**src/rtl/regwb_arbiter_pkg.sv**
```systemverilog
`default_nettype none
// ============================================================================
// Module      : regwb_pkg
// Description : Shared constants and types for the register-bank writeback
//               arbiter (source indices, widths, holding-entry layout).
// Revision    : 1.0 - initial release
// ============================================================================
package regwb_pkg;

    // Writeback source indices
    localparam int SRC_ALU  = 0;
    localparam int SRC_LOAD = 1;
    localparam int SRC_LINK = 2;

    // Geometry
    localparam int NREQ     = 3;
    localparam int AW       = 5;
    localparam int DW       = 32;
    localparam int NREG     = 1 << AW;
    localparam int LINK_REG = 31;

    // One buffered writeback per source
    typedef struct packed {
        logic          held;
        logic [AW-1:0] addr;
        logic [DW-1:0] data;
    } entry_t;

    // One-hot register mask for a destination address
    function automatic logic [NREG-1:0] f_reg_bit(input logic [AW-1:0] addr);
        f_reg_bit = NREG'(1) << addr;
    endfunction

endpackage
`default_nettype wire

```
**src/rtl/regwb_arbiter_if.sv**
```systemverilog
`default_nettype none
// ============================================================================
// Module      : regwb_arbiter_if
// Description : Bundle of writeback request lanes, bank write port and
//               hazard-check signals. The slave modport is the arbiter side.
// Revision    : 1.0 - initial release
// ============================================================================
interface regwb_arbiter_if
    import regwb_pkg::*;
();

    logic [NREQ-1:0]    req_valid;
    logic [NREQ-1:0]    req_ready;
    logic [NREQ*AW-1:0] req_addr;
    logic [NREQ*DW-1:0] req_data;

    logic               regwrite;
    logic [AW-1:0]      write_reg;
    logic [DW-1:0]      write_data;

    logic [AW-1:0]      chk_reg_1;
    logic [AW-1:0]      chk_reg_2;
    logic               hazard_1;
    logic               hazard_2;
    logic [NREG-1:0]    pending;

    // Writeback sources and decode drive requests and read the results
    modport master (
        output req_valid, req_addr, req_data, chk_reg_1, chk_reg_2,
        input  req_ready, regwrite, write_reg, write_data,
               hazard_1, hazard_2, pending
    );

    // The arbiter itself
    modport slave (
        input  req_valid, req_addr, req_data, chk_reg_1, chk_reg_2,
        output req_ready, regwrite, write_reg, write_data,
               hazard_1, hazard_2, pending
    );

endinterface
`default_nettype wire

```
**src/rtl/regwb_arbiter_rr_arbiter.sv**
```systemverilog
`default_nettype none
// ============================================================================
// Module      : rr_arbiter
// Description : N-way round-robin arbiter. Search begins one past the last
//               granted index; at most one one-hot grant per cycle. The
//               last-grant pointer only moves when something is granted.
// Revision    : 1.0 - initial release
// ============================================================================
module rr_arbiter #(
    parameter int N = 3
) (
    input  wire logic         clk,
    input  wire logic         rst_n,
    input  wire logic [N-1:0] req,
    output logic      [N-1:0] grant
);

    localparam int PW = (N > 1) ? $clog2(N) : 1;

    logic [PW-1:0] r_last;
    logic [PW-1:0] w_next;
    logic [PW-1:0] w_sel;
    logic          w_found;
    int            w_pos;

    // Pick the first requester at or after last+1, wrapping modulo N
    always_comb begin
        grant   = '0;
        w_found = 1'b0;
        w_next  = r_last;
        w_pos   = 0;
        w_sel   = '0;
        for (int k = 1; k <= N; k++) begin
            w_pos = int'(r_last) + k;
            if (w_pos >= N) begin
                w_pos = w_pos - N;
            end
            w_sel = PW'(w_pos);
            if (!w_found && req[w_sel]) begin
                w_found      = 1'b1;
                grant[w_sel] = 1'b1;
                w_next       = w_sel;
            end
        end
    end

    // Last-grant pointer; reset so that index 0 has first priority
    always_ff @(posedge clk or negedge rst_n) begin
        if (!rst_n) begin
            r_last <= PW'(N - 1);
        end else if (w_found) begin
            r_last <= w_next;
        end
    end

endmodule
`default_nettype wire

```
**src/rtl/regwb_arbiter.sv**
```systemverilog
`default_nettype none
// ============================================================================
// Module      : regwb_arbiter
// Description : Writeback arbiter and pending-write scoreboard for the 32x32
//               register bank. One holding entry per source, round-robin onto
//               a single registered write port, RAW hazard lookup for two
//               read addresses.
// Revision    : 1.0 - initial release
// ============================================================================
module regwb_arbiter
    import regwb_pkg::*;
(
    input  wire logic       clk,
    input  wire logic       rst_n,
    regwb_arbiter_if.slave  bus
);

    entry_t          r_entry [NREQ];
    logic [NREQ-1:0] w_held;
    logic [NREQ-1:0] w_grant;
    logic [NREQ-1:0] w_ready;
    logic [NREQ-1:0] w_accept;

    logic [AW-1:0]   w_gnt_addr;
    logic [DW-1:0]   w_gnt_data;

    logic            r_regwrite;
    logic [AW-1:0]   r_write_reg;
    logic [DW-1:0]   r_write_data;

    logic [NREG-1:0] w_pending;

    // Per-source handshake: an entry being drained this cycle can be refilled
    generate
        for (genvar gi = 0; gi < NREQ; gi++) begin : g_src
            assign w_held[gi]   = r_entry[gi].held;
            assign w_ready[gi]  = !r_entry[gi].held | w_grant[gi];
            assign w_accept[gi] = bus.req_valid[gi] & w_ready[gi];
        end
    endgenerate

    rr_arbiter #(
        .N     (NREQ)
    ) u_rr (
        .clk   (clk),
        .rst_n (rst_n),
        .req   (w_held),
        .grant (w_grant)
    );

    // Holding entries: accept loads (even over a draining entry), grant clears
    always_ff @(posedge clk or negedge rst_n) begin
        if (!rst_n) begin
            for (int i = 0; i < NREQ; i++) begin
                r_entry[i] <= '0;
            end
        end else begin
            for (int i = 0; i < NREQ; i++) begin
                if (w_accept[i]) begin
                    r_entry[i].held <= 1'b1;
                    r_entry[i].addr <= bus.req_addr[i*AW +: AW];
                    r_entry[i].data <= bus.req_data[i*DW +: DW];
                end else if (w_grant[i]) begin
                    r_entry[i].held <= 1'b0;
                end
            end
        end
    end

    // Select the granted entry's address and data (grant is one-hot)
    always_comb begin
        w_gnt_addr = '0;
        w_gnt_data = '0;
        for (int i = 0; i < NREQ; i++) begin
            if (w_grant[i]) begin
                w_gnt_addr = w_gnt_addr | r_entry[i].addr;
                w_gnt_data = w_gnt_data | r_entry[i].data;
            end
        end
    end

    // Output stage: writes to r0 complete the handshake but never reach the bank
    always_ff @(posedge clk or negedge rst_n) begin
        if (!rst_n) begin
            r_regwrite   <= 1'b0;
            r_write_reg  <= '0;
            r_write_data <= '0;
        end else if (|w_grant) begin
            r_regwrite   <= (w_gnt_addr != '0);
            r_write_reg  <= w_gnt_addr;
            r_write_data <= w_gnt_data;
        end else begin
            r_regwrite   <= 1'b0;
        end
    end

    // Scoreboard: a register is pending while buffered or on the write port
    always_comb begin
        w_pending = '0;
        for (int i = 0; i < NREQ; i++) begin
            if (r_entry[i].held) begin
                w_pending = w_pending | f_reg_bit(r_entry[i].addr);
            end
        end
        if (r_regwrite) begin
            w_pending = w_pending | f_reg_bit(r_write_reg);
        end
        w_pending[0] = 1'b0;
    end

    assign bus.req_ready  = w_ready;
    assign bus.regwrite   = r_regwrite;
    assign bus.write_reg  = r_write_reg;
    assign bus.write_data = r_write_data;
    assign bus.pending    = w_pending;
    assign bus.hazard_1   = w_pending[bus.chk_reg_1];
    assign bus.hazard_2   = w_pending[bus.chk_reg_2];

endmodule
`default_nettype wire

```
**src/flat_wrapper.sv**
```systemverilog
// flat-port wrapper written by rule: the top's interface ports become plain ports
module regwb_arbiter_flat import regwb_pkg::*;
  (clk, rst_n, bus_req_valid, bus_req_addr, bus_req_data, bus_chk_reg_1, bus_chk_reg_2, bus_req_ready, bus_regwrite, bus_write_reg, bus_write_data, bus_hazard_1, bus_hazard_2, bus_pending);
  regwb_arbiter_if bus_i ();
  input  wire logic clk;
  input  wire logic rst_n;
  input wire logic [$bits(bus_i.req_valid)-1:0] bus_req_valid;
  input wire logic [$bits(bus_i.req_addr)-1:0] bus_req_addr;
  input wire logic [$bits(bus_i.req_data)-1:0] bus_req_data;
  input wire logic [$bits(bus_i.chk_reg_1)-1:0] bus_chk_reg_1;
  input wire logic [$bits(bus_i.chk_reg_2)-1:0] bus_chk_reg_2;
  output wire logic [$bits(bus_i.req_ready)-1:0] bus_req_ready;
  output wire logic [$bits(bus_i.regwrite)-1:0] bus_regwrite;
  output wire logic [$bits(bus_i.write_reg)-1:0] bus_write_reg;
  output wire logic [$bits(bus_i.write_data)-1:0] bus_write_data;
  output wire logic [$bits(bus_i.hazard_1)-1:0] bus_hazard_1;
  output wire logic [$bits(bus_i.hazard_2)-1:0] bus_hazard_2;
  output wire logic [$bits(bus_i.pending)-1:0] bus_pending;
  assign bus_i.req_valid = bus_req_valid;
  assign bus_i.req_addr = bus_req_addr;
  assign bus_i.req_data = bus_req_data;
  assign bus_i.chk_reg_1 = bus_chk_reg_1;
  assign bus_i.chk_reg_2 = bus_chk_reg_2;
  assign bus_req_ready = bus_i.req_ready;
  assign bus_regwrite = bus_i.regwrite;
  assign bus_write_reg = bus_i.write_reg;
  assign bus_write_data = bus_i.write_data;
  assign bus_hazard_1 = bus_i.hazard_1;
  assign bus_hazard_2 = bus_i.hazard_2;
  assign bus_pending = bus_i.pending;
  regwb_arbiter u_core (.clk(clk), .rst_n(rst_n), .bus(bus_i));
endmodule
```
**config.mk**
```make
export PLATFORM = sky130hd
export DESIGN_NAME = regwb_arbiter_flat
export DESIGN_NICKNAME = d
export VERILOG_FILES = /design/src/rtl/regwb_arbiter_pkg.sv /design/src/rtl/regwb_arbiter_if.sv /design/src/rtl/regwb_arbiter_rr_arbiter.sv /design/src/rtl/regwb_arbiter.sv /design/src/flat_wrapper.sv
export SDC_FILE = /design/constraint.sdc
export NUM_CORES = 1
export LEC_CHECK = 0
export ABC_CLOCK_PERIOD_IN_PS = 4830
export CELL_PAD_IN_SITES_DETAIL_PLACEMENT = 2
export CELL_PAD_IN_SITES_GLOBAL_PLACEMENT = 2
export CORE_UTILIZATION = 34
export DETAILED_ROUTE_END_ITERATION = 12
export HOLD_SLACK_MARGIN = 0.1
export PLACE_DENSITY = 0.94
export RECOVER_POWER = 50
export SYNTH_ARGS = -nofsm -noshare
export SYNTH_HDL_FRONTEND = slang
export SYNTH_HIERARCHICAL = 1
export SYNTH_SLANG_ARGS = --single-unit
```
**constraint.sdc**
```tcl
create_clock -name clk -period 4.83 [get_ports clk]
set_input_delay 1.449 -clock clk [delete_from_list [all_inputs] [get_ports clk]]
set_output_delay 1.449 -clock clk [all_outputs]
set_load 0.005 [all_outputs]
```
==> results.cfg, run 1 <==
[status]
status = complete, but fails checks
violations = max-capacitance violations, max-slew violations

[yosys]
synth_nets = 866
yosys.area_share.adder_pct = 0.919
yosysSeqAreaShare_pct = 47.2
synth_top_family_by_area = multiplexers
syn-mean-instance-area_um2 = 11.1
yosysUniqueCellTypes = 67
synthesis.area_um2 = 8170
synthCells = 734
synthSimpleGateAreaFrac_pct = 13.2
synth_compound_area_share_pct = 15.8
ys_seq_elements = 154
synth-async-reset-ratio_pct = 100
ys.warnings.count = 6
synth.mux.area_fraction_pct = 18.7
synthFlopType = dfrtp_1
synth_edf_count = 0
synth-xor-area-share_pct = 0

[finish]
nets = 1052
fin_cells = 1252
area_growth_pct = 36.9
fill_cells = 2345
most-common-layout-cells = clkdlybuf4s50_1 (163), dfrtp_1 (152), mux2_2 (111)
post-route-util_pct = 47.5
drive_gt1_share_pct = 22.5
layout_commonest_cell = clkdlybuf4s50_1
antenna_cells = 0
largest_reg_flops = 114

[cts]
root_buffer = clkbuf_16
cts-htree-levels = 4
ctsHoldBuffers = 0
cts.path.max_buffers = 2
clk-insertion-delay-late_ps = 430
clkSinkCount = 154
cts_tree = built
cts_setup_buffers = 0
path_clk_slew_ps = 70
numCtsBuffers = 17

[floorplan]
std_cell_rows = 56
io_pins = 201
dieArea_um2 = 24700
core_um2 = 23500
die_h_um = 157
die_w_um = 157
initial_utilization_pct = 34.7

[power]
p_int_uw = 5220
p_per_area_nw_per_um2 = 898
p_total_uw = 10000
pwr-share-comb_pct = 57.8
swShare_pct = 48.0
power.leakage_uw = 0.00451
p_sw_uw = 4820
p_seq_share_pct = 28.3
peakVddDrop_mv = 0.360
p_clk_share_pct = 13.9

[global_route]
grt_max_degree = 123
grt_pass1_wl_mm = 58.4
grt_antenna_before_repair = 1
first_global_vias = 8515
grt_overflow = 0
grtUsageTotal_pct = 32.8

[place]
place_congestion = 0.944
portBuffers = 199
dp_cells = 1220
dp_hpwl_mm = 25.3

[worst_setup_path]
setup.worst_path.class = flip-flop to output port
startpoint = u_core/u_rr/r_last[1]$_DFFE_PN1P_
worst-r2r-cell-count = 11
reg2reg_to = u_core/bus.write_data[24]$_DFFE_PN0P_
r2r-start = u_core/u_rr/r_last[1]$_DFFE_PN1P_
startpoint_type = flip-flop
end_kind = output port
crit_required_ps = 3380
worstSetupEndpoint = bus_req_ready[2]
path_max_fanout = 7
r2r_setup_slack_ps = 660
arrival_ps = 3310

[sta]
setup_viol_count_final = 0
fin_crit_sh_pct = 98.6
rsz0062_at_grt = false
whs_ps = 517
fmax_mhz = 210
relSlewSlack_pct = -108
final_max_slew_viol_count = 123
min_period_ps = 4760
worstMarginPinSlew_ps = 3120
skew_ps = 11.6
hold_viol = 0

[detailed_routing]
vias_per_cell = 6.17
vias = 7725
drc_errors = 0
wl_per_cell_um = 31.8
wl_met1_mm = 14.4
drtAntennaViolNets = 0
drtIter0Drc = 776
dr_wl_met2_mm = 20.8
first_pass_iters = 7
wl_met3_mm = 3.13
top_layer = met4
wl_mm = 39.9

[flow_run]
cap_violations = 1

[worst_hold_path]
hold_class = flip-flop to flip-flop
==> power by group through the flow <==
stage                     Sequential (µW)  Combinational (µW)  Clock (µW)
after floorplan                      2340                3310           0
after global placement               2620                4960           0
after detailed placement             2730                5410           0
after CTS                            2810                5760        1420
after global routing                 2870                6030        1450
final                                2840                5800        1400
==> repair_timing <==
item,CTS,global route
endpoints found under the setup margin,5,3
hold endpoints to repair,0,0
resized for setup,11,3
==> synth_stat cells, drive strengths merged, types with 4 or more instances <==
cell      n  share of area, %
o21ai     8              0.49
nor2     62               2.8
a21oi    40               2.4
o221ai    8               1.0
clkbuf   40               1.9
dfrtp   153                47
inv      23               1.1
or3b     12               1.3
nand3b   18               1.7
nand3    12              0.73
a22oi     4              0.37
and4b     4              0.49
a211oi   10              0.98
a31o      4              0.43
nand4b    5              0.54
o32ai     4              0.43
nor3     10              0.61
a311o     4              0.49
mux4      8               2.2
nor2b     5              0.38
or3       7              0.54
a222oi   35               4.3
mux2i     8              0.98
nand2    26               1.2
ha        6              0.92
mux2    112                15
buf      20               1.4
o22ai    24               1.8
o211ai    4              0.37
nand2b   13               1.0
==> worst min path at each step <==
stage / startpoint / to / slack [ps] / depth (start not counted)
CTS: u_core/r_entry[100]$_DFFE_PN0P_ / u_core/r_entry[100]$_DFFE_PN0P_ / 520 / 1
detailed placement: u_core/r_entry[102]$_DFFE_PN0P_ / u_core/r_entry[102]$_DFFE_PN0P_ / 500 / 1
global route: u_core/r_entry[100]$_DFFE_PN0P_ / u_core/r_entry[100]$_DFFE_PN0P_ / 530 / 1
floorplan: u_core/r_entry[40]$_DFFE_PN0P_ / u_core/r_entry[40]$_DFFE_PN0P_ / 480 / 1
finish: u_core/r_entry[100]$_DFFE_PN0P_ / u_core/r_entry[100]$_DFFE_PN0P_ / 520 / 1
global placement: u_core/r_entry[100]$_DFFE_PN0P_ / u_core/r_entry[100]$_DFFE_PN0P_ / 490 / 1
==> layout make-up <==
class / count / area, µm² / area share (%)
Tap cell: 319 / 399 / 3.57
Multi-Input combinational cell: 497 / 4050 / 36.2
Sequential cell: 154 / 3860 / 34.5
Clock inverter: 14 / 159 / 1.42
Clock buffer: 18 / 429 / 3.84
Timing Repair Buffer: 227 / 2210 / 19.7
Inverter: 23 / 86.3 / 0.772
==> cells by family (layout without fill, tap and decap cells) <==
| kind of cell | Yosys count | in the layout |
|---|---|---|
| compound gates | 170 | 170 |
| mux | 128 | 128 |
| simple gates | 192 | 192 |
| buf+inv | 83 | 282 |
| fa+ha+maj | 6 | 6 |
| flops | 154 | 154 |
| other cells | 1 | 1 |
==> layer usage <==
| metal | up-vias | GRT usage [%] |
|---|---|---|
| met5 | - | 0 |
| met1 | 4041 | 35.8 |
| met4 | 0 | 13.4 |
| met3 | 99 | 9.09 |
| met2 | 413 | 59.8 |
| li1 | 3172 | - |
==> stage by stage <==
stage          area [µm²]  setup TNS, ps  setup WS, ps
4_1_cts             11200              0          31.1
5_1_grt             11200              0          8.39
2_1_floorplan        8170              0           661
3_5_place_dp        10600           -404          -216
6_report            11200              0          69.9
3_3_place_gp        10600           -271          -141
==> worst max-delay path: stages, from the launching register on <==
cell             delay [ps]
dfstp_2                 600
inv_1                   160
ha_1                    340
mux2_1                  400
nand2_1                 130
o221ai_4                200
o21ai_4                 230
nand2b_1                240
clkdlybuf4s50_1         570
No activity file was read; power rests on OpenSTA's default activity.
==> run 2, diff against run 1 <==
--- a/config.mk
+++ b/config.mk
@@ -11,9 +11,9 @@
 export CORE_UTILIZATION = 34
 export DETAILED_ROUTE_END_ITERATION = 12
 export HOLD_SLACK_MARGIN = 0.1
+export MAX_ROUTING_LAYER = met4
 export PLACE_DENSITY = 0.94
 export RECOVER_POWER = 50
 export SYNTH_ARGS = -nofsm -noshare
 export SYNTH_HDL_FRONTEND = slang
-export SYNTH_HIERARCHICAL = 1
 export SYNTH_SLANG_ARGS = --single-unit
==> results.cfg, run 2 <==
[status]
status = complete, but fails checks
violations = max-capacitance violations, max-slew violations

[worst_setup_path]
arrival_ps = 3310
setup.worst_path.class = flip-flop to output port
max_stage_delay_ps = 500
startpoint_type = flip-flop
critPathSlowestCell = clkdlybuf4s50_1
path_cells = buf_4, nand3b_1, nor4_1, or4_1, nor2_1, or4_1, nand4_1, o311a_1, clkdlybuf4s50_1
crit_family = simple AND/OR/NAND/NOR gates
end_kind = output port
crit_required_ps = 3380
path_max_fanout = 8
crit_top_cell = or4_1
worst-path-buf-inv = 2

[yosys]
synth-async-reset-ratio_pct = 100
synth_edf_count = 0
ys_seq_elements = 154
synthTopCellsByArea = dfrtp_1 (47%), mux2_2 (12%), a222oi_1 (4.7%), o22ai_1 (3.8%), mux2_1 (3.3%)
synthSimpleGateAreaFrac_pct = 13.7
syn-mean-instance-area_um2 = 10.9
ys.warnings.count = 0
yosys.area.top_type_share_pct = 47.4
yosys.area_share.adder_pct = 0.929
synth_area_leader_cell = dfrtp_1
synth_compound_area_share_pct = 14.3
synth_most_common_cell = dfrtp_1
synth_nets = 870
yosysSeqAreaShare_pct = 47.7
synth_top_family_by_area = multiplexers
yosysUniqueCellTypes = 64
synth-xor-area-share_pct = 0
synthFlopType = dfrtp_1
synthesis.area_um2 = 8080
synth.mux.area_fraction_pct = 18.2
synthCells = 738
synthTopCellsByCount = dfrtp_1 (153), mux2_2 (89), nand2_1 (63), nor2_1 (52), o22ai_1 (49)

[place]
dp_cells = 1230
place_congestion = 0.929
portBuffers = 199
place_area_um2 = 10500
post-place-ws_ps = -232
dp_hpwl_mm = 24.9

[global_route]
gr-usage-met2_pct = 58.6
first_global_vias = 8475
grt_antenna_before_repair = 4
grt_overflow = 0
use_met3_pct = 6.78
grt_pass1_wl_mm = 55.8
met1_usage_pct = 34.0
grtUsageTotal_pct = 32.3
top_usage_layer = met2
grt_max_degree = 85

[floorplan]
core_um2 = 23400
std_cell_rows = 56
io_pins = 201
die_h_um = 156
die_w_um = 156
dieArea_um2 = 24400
initial_utilization_pct = 34.5

[cts]
path_clk_slew_ps = 70
clkSinkCount = 154
cts-htree-levels = 4
root_buffer = clkbuf_16
numCtsBuffers = 17
cts_tree = built
cts.path.max_buffers = 2
ctsHoldBuffers = 0
clk-insertion-delay-late_ps = 430

[finish]
post-route-util_pct = 47.8
nets = 1071
fin_cells = 1275
final_cell_area_um2 = 11200
most-common-layout-cells = clkdlybuf4s50_1 (161), dfrtp_1 (143), mux2_2 (89)
drive_gt1_share_pct = 23.2
area_growth_pct = 38.5
fill_cells = 2314
layout_commonest_cell = clkdlybuf4s50_1
largest_reg_flops = 114

[worst_hold_path]
hold_class = flip-flop to flip-flop

[detailed_routing]
drtAntennaViolNets = 0
wl_mm = 37.9
vias = 7539
drc_errors = 0
first_pass_iters = 8
wl_per_cell_um = 29.7
drtIter0Drc = 611
vias_per_cell = 5.91

[sta]
setup_viol_count_final = 0
worstMarginPinSlew_ps = 1900
fmax_mhz = 210
setup_ws_ps = 74.2
skew_ps = 8.23
min_period_ps = 4760
hold_viol = 0
relSlewSlack_pct = -26.5
final_max_slew_viol_count = 72
fin_crit_sh_pct = 98.5
fin_tns_setup_ps = 0

[power]
p_per_area_nw_per_um2 = 874
power.leakage_uw = 0.00467
peakVddDrop_mv = 0.341

[flow_run]
cap_violations = 1
[run 2: per-stage QoR]
stage / hold slack, ps / power [µW]
floorplan: 459 / 5630
global placement: 457 / 7460
detailed placement: 477 / 7990
CTS: 498 / 9680
global route: 516 / 10200
finish: 494 / 9780
[run 2: final timing paths]
kind	from	to	slack (ps)	cells after the start
worst max-delay path	u_core.r_entry[113]$_DFFE_PN0P_	bus_hazard_1	70	9
worst min-delay path	u_core.bus.write_data[26]$_DFFE_PN0P_	u_core.bus.write_data[26]$_DFFE_PN0P_	490	2
worst max register to register	u_core.u_rr.r_last[1]$_DFFE_PN1P_	u_core.bus.write_data[14]$_DFFE_PN0P_	1310	12
worst min register to register	u_core.bus.write_data[26]$_DFFE_PN0P_	u_core.bus.write_data[26]$_DFFE_PN0P_	490	2
max in group asynchronous	rst_n	u_core.r_entry[109]$_DFFE_PN0P_	1020	2
min in group asynchronous	rst_n	u_core.r_entry[19]$_DFFE_PN0P_	1530	1
[run 2: final cells by class]
class	count	area (µm²)	share of cell area, %
Multi-Input combinational cell	496	3940	35.2
Sequential cell	154	3870	34.6
Tap cell	319	399	3.57
Timing Repair Buffer	238	2270	20.3
Antenna cell	4	10.0	0.0895
Clock buffer	17	425	3.80
Clock inverter	15	153	1.36
Inverter	32	123	1.10
[run 2: metal layers]
| metal | wire [µm] | vias to the layer above |
|---|---|---|
| li1 | - | 3172 |
| met1 | 14000 | 3928 |
| met2 | 20000 | 356 |
| met3 | 2420 | 83 |
| met4 | 1390 | 0 |
| met5 | 0 | - |
[run 2: kinds of logic (layout without fill, tap and decap cells)]
family / after synthesis / count (layout)
other: 1 / 5
AO/OA/AOI/OAI: 154 / 154
adder cells (fa/ha/maj): 6 / 6
multiplexers: 125 / 125
AND/OR/NAND/NOR: 210 / 210
flip-flops: 154 / 154
buffers and inverters: 88 / 302
[run 2: worst min-delay path: cells and delay by family (launching register included)]
kind | cells | cell delay (ps)
DFF | 1 | 340
and+or+nand+nor | 2 | 120
[run 2: repair_timing]
item	CTS	global route
buffers inserted	2	6
setup endpoints to repair	3	5
gates cloned	0	1
gates resized for setup	12	31
endpoints found under the hold margin	0	0
pin swaps	1	5
[run 2: where the power goes]
group          switching, µW  leakage, µW  internal, µW
Clock                    645     0.000290           734
Sequential               753      0.00180          2030
Combinational           3230      0.00258          2390
